===== src/rtl/fetch_queue.sv =====
// Prefetching instruction queue: keeps a fetch PC, issues one memory request at a time
// and buffers returned instructions in a DEPTH-entry FIFO drained by the issue stage.
module fetch_queue #(
  parameter int unsigned         DATA_W   = 32,
  parameter int unsigned         ADDR_W   = 32,
  parameter int unsigned         DEPTH    = 8,
  parameter int unsigned         PTR_W    = 3,
  parameter logic [ADDR_W-1:0]   RESET_PC = '0,
  parameter logic [ADDR_W-1:0]   PC_STEP  = ADDR_W'(4)
) (
  input  logic              clk,
  input  logic              rst,
  input  logic              rdy,
  input  logic              in_redirect,
  input  logic [ADDR_W-1:0] in_redirect_pc,
  output logic [ADDR_W-1:0] out_mem_addr,
  output logic              out_mem_rdy,
  input  logic              in_mem_rdy,
  input  logic [DATA_W-1:0] in_mem_instr,
  output logic              out_instr_valid,
  output logic [DATA_W-1:0] out_instr,
  output logic [ADDR_W-1:0] out_instr_pc,
  input  logic              in_consume,
  output logic [PTR_W:0]    out_count,
  output logic [1:0]        out_state
);

  typedef enum logic [1:0] {
    IDLE    = 2'd0,
    WAIT    = 2'd1,
    DISCARD = 2'd2
  } state_t;

  localparam logic [PTR_W:0]   CNT_FULL = (PTR_W + 1)'(DEPTH);
  localparam logic [PTR_W:0]   CNT_ONE  = (PTR_W + 1)'(1);
  localparam logic [PTR_W-1:0] PTR_ONE  = PTR_W'(1);

  state_t            state_q;
  logic [ADDR_W-1:0] fetch_pc_q;
  logic [PTR_W-1:0]  head_q;
  logic [PTR_W-1:0]  tail_q;
  logic [PTR_W:0]    count_q;
  logic [ADDR_W-1:0] mem_addr_q;
  logic              mem_rdy_q;
  logic [DATA_W-1:0] instr_mem_q [DEPTH];
  logic [ADDR_W-1:0] pc_mem_q    [DEPTH];

  // Handshakes: out_instr_valid/in_consume pops the head on any rdy edge where both are
  // high (consume while empty is ignored); out_mem_rdy is a one-cycle request and the
  // memory answers with exactly one in_mem_rdy pulse, which must arrive while rdy=1.
  logic pop;
  logic push;
  logic issue;

  assign pop   = in_consume && (count_q != '0);
  assign push  = (state_q == WAIT) && in_mem_rdy;
  // Only issue when a slot is guaranteed free for the response.
  assign issue = (state_q == IDLE) && ((count_q != CNT_FULL) || pop);

  always_ff @(posedge clk) begin
    if (rst) begin
      state_q    <= IDLE;
      fetch_pc_q <= RESET_PC;
      head_q     <= '0;
      tail_q     <= '0;
      count_q    <= '0;
      mem_addr_q <= '0;
      mem_rdy_q  <= 1'b0;
    end else begin
      mem_rdy_q <= 1'b0;
      if (rdy) begin
        if (in_redirect) begin
          head_q     <= '0;
          tail_q     <= '0;
          count_q    <= '0;
          fetch_pc_q <= in_redirect_pc;
          // An outstanding request whose response has not yet arrived must be squashed.
          if (state_q == IDLE || in_mem_rdy) begin
            state_q <= IDLE;
          end else begin
            state_q <= DISCARD;
          end
        end else begin
          if (pop) begin
            head_q <= head_q + PTR_ONE;
          end
          if (push) begin
            tail_q     <= tail_q + PTR_ONE;
            fetch_pc_q <= fetch_pc_q + PC_STEP;
          end
          if (push && !pop) begin
            count_q <= count_q + CNT_ONE;
          end else if (pop && !push) begin
            count_q <= count_q - CNT_ONE;
          end
          case (state_q)
            IDLE: begin
              if (issue) begin
                mem_addr_q <= fetch_pc_q;
                mem_rdy_q  <= 1'b1;
                state_q    <= WAIT;
              end
            end
            WAIT, DISCARD: begin
              if (in_mem_rdy) begin
                state_q <= IDLE;
              end
            end
            default: state_q <= IDLE;
          endcase
        end
      end
    end
  end

  always_ff @(posedge clk) begin
    if (!rst && rdy && !in_redirect && push) begin
      instr_mem_q[tail_q] <= in_mem_instr;
      pc_mem_q[tail_q]    <= fetch_pc_q;
    end
  end

  assign out_mem_addr    = mem_addr_q;
  assign out_mem_rdy     = mem_rdy_q;
  assign out_instr_valid = (count_q != '0);
  assign out_instr       = instr_mem_q[head_q];
  assign out_instr_pc    = pc_mem_q[head_q];
  assign out_count       = count_q;
  assign out_state       = state_q;

endmodule


===== config.mk =====
export PLATFORM = sky130hd
export DESIGN_NAME = fetch_queue
export DESIGN_NICKNAME = d
export VERILOG_FILES = /design/src/rtl/fetch_queue.sv
export SDC_FILE = /design/constraint.sdc
export NUM_CORES = 1
export LEC_CHECK = 0
export BUFFER_PORTS_ARGS = -buffer_cell sky130_fd_sc_hd__clkbuf_2
export CELL_PAD_IN_SITES_DETAIL_PLACEMENT = 1
export CELL_PAD_IN_SITES_GLOBAL_PLACEMENT = 2
export CORE_MARGIN = 2
export CORE_UTILIZATION = 45
export CTS_BUF_LIST = sky130_fd_sc_hd__clkbuf_8
export CTS_CLUSTER_DIAMETER = 150
export DETAILED_ROUTE_END_ITERATION = 7
export GPL_TIMING_DRIVEN = 0
export PLACE_DENSITY = 0.82
export SYNTH_ARGS = -nofsm -noshare
export SYNTH_HDL_FRONTEND = slang
export SYNTH_SLANG_ARGS = --single-unit

===== constraint.sdc =====
create_clock -name clk -period 11.34 [get_ports clk]
set_input_delay 1.134 -clock clk [delete_from_list [all_inputs] [get_ports clk]]
set_output_delay 1.134 -clock clk [all_outputs]
set_load 0.05 [all_outputs]

* Yosys cells after proc, flatten, opt, wreduce, memory -nomap -nowiden
Memory sizes are Yosys's and may differ from the RTL's. A register that Yosys moved wholly into a read port is not among the register bits.
Cells that the tools add are included.
** Word-level totals
- Memories kept :: 2
- Bits of input ports :: 70
- ROM bits :: 0
- Output and inout bits :: 104
- RAM bits :: 512
- Bits in latches :: 0
- Flip-flop bits (word level) :: 77
- Logic and storage cells :: 69
** Memory list
- instr_mem_q :: depth 8, bits a word 32, read ports 1, clocked after memory_dff 1, write ports 1, RTL line 45 : logic [DATA_W-1:0] instr_mem_q [DEPTH];
- pc_mem_q :: depth 8, bits a word 32, read ports 1, clocked after memory_dff 1, write ports 1, RTL line 46 : logic [ADDR_W-1:0] pc_mem_q [DEPTH];
** Operators by class
- Multipliers :: 0
- Divide/modulo/power cells :: 0
- Shifts and indexed selects :: 0
- $lt $le $gt $ge :: 0
- Reduce and logical (&&, ||, !) cells :: 26
- Equal/unequal tests :: 5
- Bitwise logic cells :: 3
- Add/sub/neg operators :: 5
- Multiplexer cells :: 21
** Operator list (number)
- two-way mux 32 bit :: 2
- adder 32 x 3 -> 32 bit, second input constant :: 1
- two-way mux 3 bit :: 8
- two-way mux 4 bit :: 3
- logical AND 1 bit :: 8
- two-way mux 2 bit :: 4
- adder 3 x 1 -> 3 bit, second input constant :: 2
- inequality test 3 bit, second input constant :: 2
- AND reduction 2 bit :: 3
- adder 4 x 1 -> 4 bit, second input constant :: 1
- logical NOT 1 bit :: 4
- inequality test 4 bit, second input constant :: 1
- case mux 2 bit (2 select lines) :: 1
- AND reduction 4 bit :: 1
- nonzero test 2 bit :: 2
- nonzero test 4 bit :: 1
- OR reduction 4 bit :: 1
- subtractor 4 x 1 -> 4 bit, second input constant :: 1
- two-way mux 1 bit :: 3
- inverter 1 bit :: 3
- AND reduction 3 bit :: 1
- nonzero test 3 bit :: 1
- equality test 2 x 1 -> 1 bit, second input constant :: 1
- equality test 2 bit, second input constant :: 1
- 3 further kinds :: 4

* Depth between registers and ports, before layout
- Depth after elaboration :: 7
- Mapped depth :: 11
- Mapped depth without buffers :: 10

* Worst setup path before layout
OpenSTA, ideal clock, no wires.
- Path kind :: input-to-reg
- From :: in in_mem_rdy
- To :: mem instr_mem_q[1][0] (enable)
- Buffers on the path :: 1
- Data required time :: 10.674 ns
- Arrival time :: 8.377 ns
- Library setup time :: 0.666 ns
- Stages :: 4
- Slack :: 2.297 ns
- Cells stage by stage :: nand2_1 > or3_1 > clkbuf_1 > nor4b_1
** Between the ends
- Cells in the longest elaborated chain, start to end :: 4
** Ends and longest elaborated chain
- from (decl) :: RTL line 18 : input logic in_mem_rdy,
- logical AND 1 bit :: RTL line 56 : assign push = (state_q == WAIT) && in_mem_rdy;
- logical AND 1 bit :: RTL line 117 : if (!rst && rdy && !in_redirect && push) begin
- two-way mux 1 bit :: RTL line 117
- two-way mux 1 bit (not written as such) :: RTL line 118 : instr_mem_q[tail_q] <= in_mem_instr;
- to (decl) :: RTL line 45
No other way between the ends.

==> run summary <==
final wirelength = 58,300 µm
Worst Path Arrival = 3.33 ns
gr usage total = 0.225
Antenna Cells = 0
Starting Density = 0.458
combinational fraction of design power = 0.030
mapped cell area = 23,100 µm²
Max IR drop VDD = 0.0000970 V
post-layout power = 4320 µW
Fin Clk Skew = 0.0202 ns
Antenna Nets Post-Route = 0
Fin. Hold Viols = 0
Pint = 3370 µW
reg2reg end = instr_mem_q[6][21]
P_leak = 0.00910 µW
CTS tree = yes
Rel. slew slack = 0.396
period utilisation layout = 0.393
Port Buf Inserts = 171
Root Buffer = clkbuf_8
share of layout cells above drive strength 1 = 0.352
Hold Crit Depth = 2
switching power = 956 µW
Layout Nets = 1,637
Post-CTS Setup Bufs = 0
Clock power frac = 0.415
critical path class = flip-flop to primary output
Worst-Margin Slew = 0.900 ns
io pins = 174
EDFF count, synth = 512
HP Class = flip-flop to flip-flop
DR vias/cell = 5.58
Mapped Nets = 1,311
DR vias = 12,895
PwrDens = 159 nW/µm²
crit-path max FO = 10
min-delay src = out_mem_addr[4]
DRT Pass-1 Iters = 7
number of remaining DRC errors = 0
Core Area = 50,400 µm²
fmax = 0.224 GHz
synth unique cells = 60
first-pass GRT wire length = 88,400 µm
max-cap violations = 0
CP dominant cell by count = clkbuf_1
fraction of registers with async set/reset = 0
Reg-to-Reg Start = out_state[1]
reg-to-reg slack, setup = 7.48 ns
CP endpoint = out_instr_pc[22]
CP endpoint kind = primary output
status = finished clean
Net Sw Frac = 0.221
yosys warns = 0
unrepaired setup endpoints after global routing = false
worst endpoint required time = 10.21 ns
grt ovf = 0
crit path time final = 4.46 ns
CTS Hold Bufs = 0
Crit path buffers/inverters = 3
CP peak stage delay = 0.69 ns
worst-case reg-to-reg path depth = 10
post-CTS sizing = 0
Layout area overhead = 18.3%
Crit-path slowest cell = clkbuf_1
CP delay by family, top = buffers and inverters
die height = 230 µm
Most used DFF post-synth = edfxtp_1
register area share after synthesis = 0.736
Final Max Tran Viols = 0
CP cell instances = clkbuf_1 > clkbuf_1 > mux4_2 > mux2_2 > clkbuf_2
RePlAce Congestion = 0.804
Final setup viols = 0
initial antenna violation count = 1
post-DR wirelength/cell = 25.2 µm
Num CTS Buffers = 96
vias in the first global route = 14,094
CTS Sinks = 592
Post-Synthesis Cells = 1,233
startpoint class of the critical path = flip-flop
#FFs+latches synth = 592
worst skew pair latency = 0.67 ns
clock tree buffer depth = 3
Die Area = 53,100 µm²
detailed placement HPWL = 39,800 µm
number of DRC markers in iteration 0 = 1,008
Worst-path clk slew = 0.06 ns
H-tree levels = 3
Die W = 230 µm
Avg Cell Area, Syn = 18.7 µm²
Sequential Power Share = 0.555
Worst path depth = 5
fin util = 0.541
Rows = 82
pin count of the biggest net entering global routing = 25
[metrics by stage]
| stage | hold slack [ns] | cells | area (µm²) | setup slack (ns) | setup TNS, ns |
|---|---|---|---|---|---|
| after floorplan | 0.458 | 1233 | 23100 | 2.30 | 0 |
| after global placement | 0.445 | 2076 | 24800 | -4.53 | -702.01 |
| after detailed placement | 0.453 | 2133 | 25400 | 6.81 | 0 |
| after CTS | 0.461 | 2310 | 27300 | 6.79 | 0 |
| after global routing | 0.473 | 2310 | 27300 | 6.67 | 0 |
| final | 0.458 | 2310 | 27300 | 6.88 | 0 |
[cells in the final DEF, fill, tap and decap left out, types with 7 or more instances in the layout]
| master | n |
|---|---|
| nor3_1 | 12 |
| nand4_1 | 11 |
| a21oi_1 | 55 |
| a22oi_1 | 17 |
| nand2_1 | 92 |
| buf_4 | 21 |
| buf_6 | 29 |
| clkbuf_2 | 171 |
| mux4_2 | 128 |
| or3_1 | 9 |
| nand3_1 | 16 |
| clkinv_2 | 9 |
| clkbuf_8 | 103 |
| mux2_2 | 64 |
| ha_1 | 7 |
| clkinv_1 | 20 |
| dfxtp_1 | 80 |
| nor2_1 | 24 |
| xor2_1 | 12 |
| inv_1 | 48 |
| edfxtp_1 | 512 |
| o21ai_0 | 19 |
| clkbuf_1 | 49 |
| buf_2 | 20 |
| o22ai_1 | 11 |
[metal layers]
metal	up-vias	global-route usage	share of wire
met5	-	0	0.00019
met4	2	0.0595	0.020
met3	91	0.0466	0.053
met2	401	0.383	0.50
met1	6753	0.295	0.42
li1	5648	-	-
[power by group through the flow]
stage	clock network [µW]	logic, µW	registers [µW]
after global routing	1920	140	2400
after CTS	1830	130	2400
after global placement	0	124	2440
final	1790	129	2400
after detailed placement	0	129	2450
after floorplan	0	66.2	2440
[kinds of logic (layout without fill, tap and decap cells)]
group	after synthesis	after routing	synth area share
buffers and inverters	83	488	0.0146
multiplexers	194	194	0.157
XOR/XNOR	16	16	0.00608
adder cells (fa/ha/maj)	8	8	0.00467
AO/OA/AOI/OAI	133	133	0.0358
AND/OR/NAND/NOR	207	207	0.0455
flip-flops	592	592	0.736
[area by class of cell]
cell class	count	area, µm²
Inverter	12	45.0
Clock buffer	103	1420
Timing Repair Buffer	228	1470
Fill cell	4710	23100
Clock inverter	74	448
Buffer	71	292
Tap cell	672	841
Multi-Input combinational cell	558	5790
Sequential cell	592	17000
[cell usage after synthesis, drive strengths merged, types with 5 or more instances]
library cell  number  area (µm²)
a211oi             5        37.5
edfxtp           512       15400
mux2              64         721
nor3              15        75.1
inv               12        45.0
mux4             128        2880
nand3             16        80.1
nand4             13         111
xor2              12         105
a22oi             17         128
clkbuf            49         184
a21oi             55         275
nor2              26        97.6
o22ai             11        68.8
ha                 7        87.6
dfxtp             80        1600
o21ai             20         100
or3                9        56.3
nand2             92         345
buf               22         108
nor4               8        71.3
[flip-flops by register name, indices dropped and copies added, names as in the netlist, 2 cells and up, named ones only]
name,flops
out_count,4
pc_mem_q,256
instr_mem_q,256
tail_q,3
head_q,3
fetch_pc_q,32
out_mem_addr,32
out_state,2
[how the worst min path moves through the flow]
stage | to | slack, ns
after floorplan | flip-flop | 0.46
after global placement | out_mem_addr[9] | 0.44
after detailed placement | out_mem_addr[8] | 0.45
final | out_mem_addr[4] | 0.46
after global routing | out_mem_addr[8] | 0.47
after CTS | out_mem_addr[8] | 0.46
[worst reg2reg max path, delay by kind of cell (launching register included)]
kind                     cells  cell delay [ns]
buffers and inverters        4             0.91
flip-flops                   1             0.32
AO/OA/AOI/OAI                1             0.28
adder cells (fa/ha/maj)      1             0.25
AND/OR/NAND/NOR              4             1.74
(Power assumes the default switching activity.)
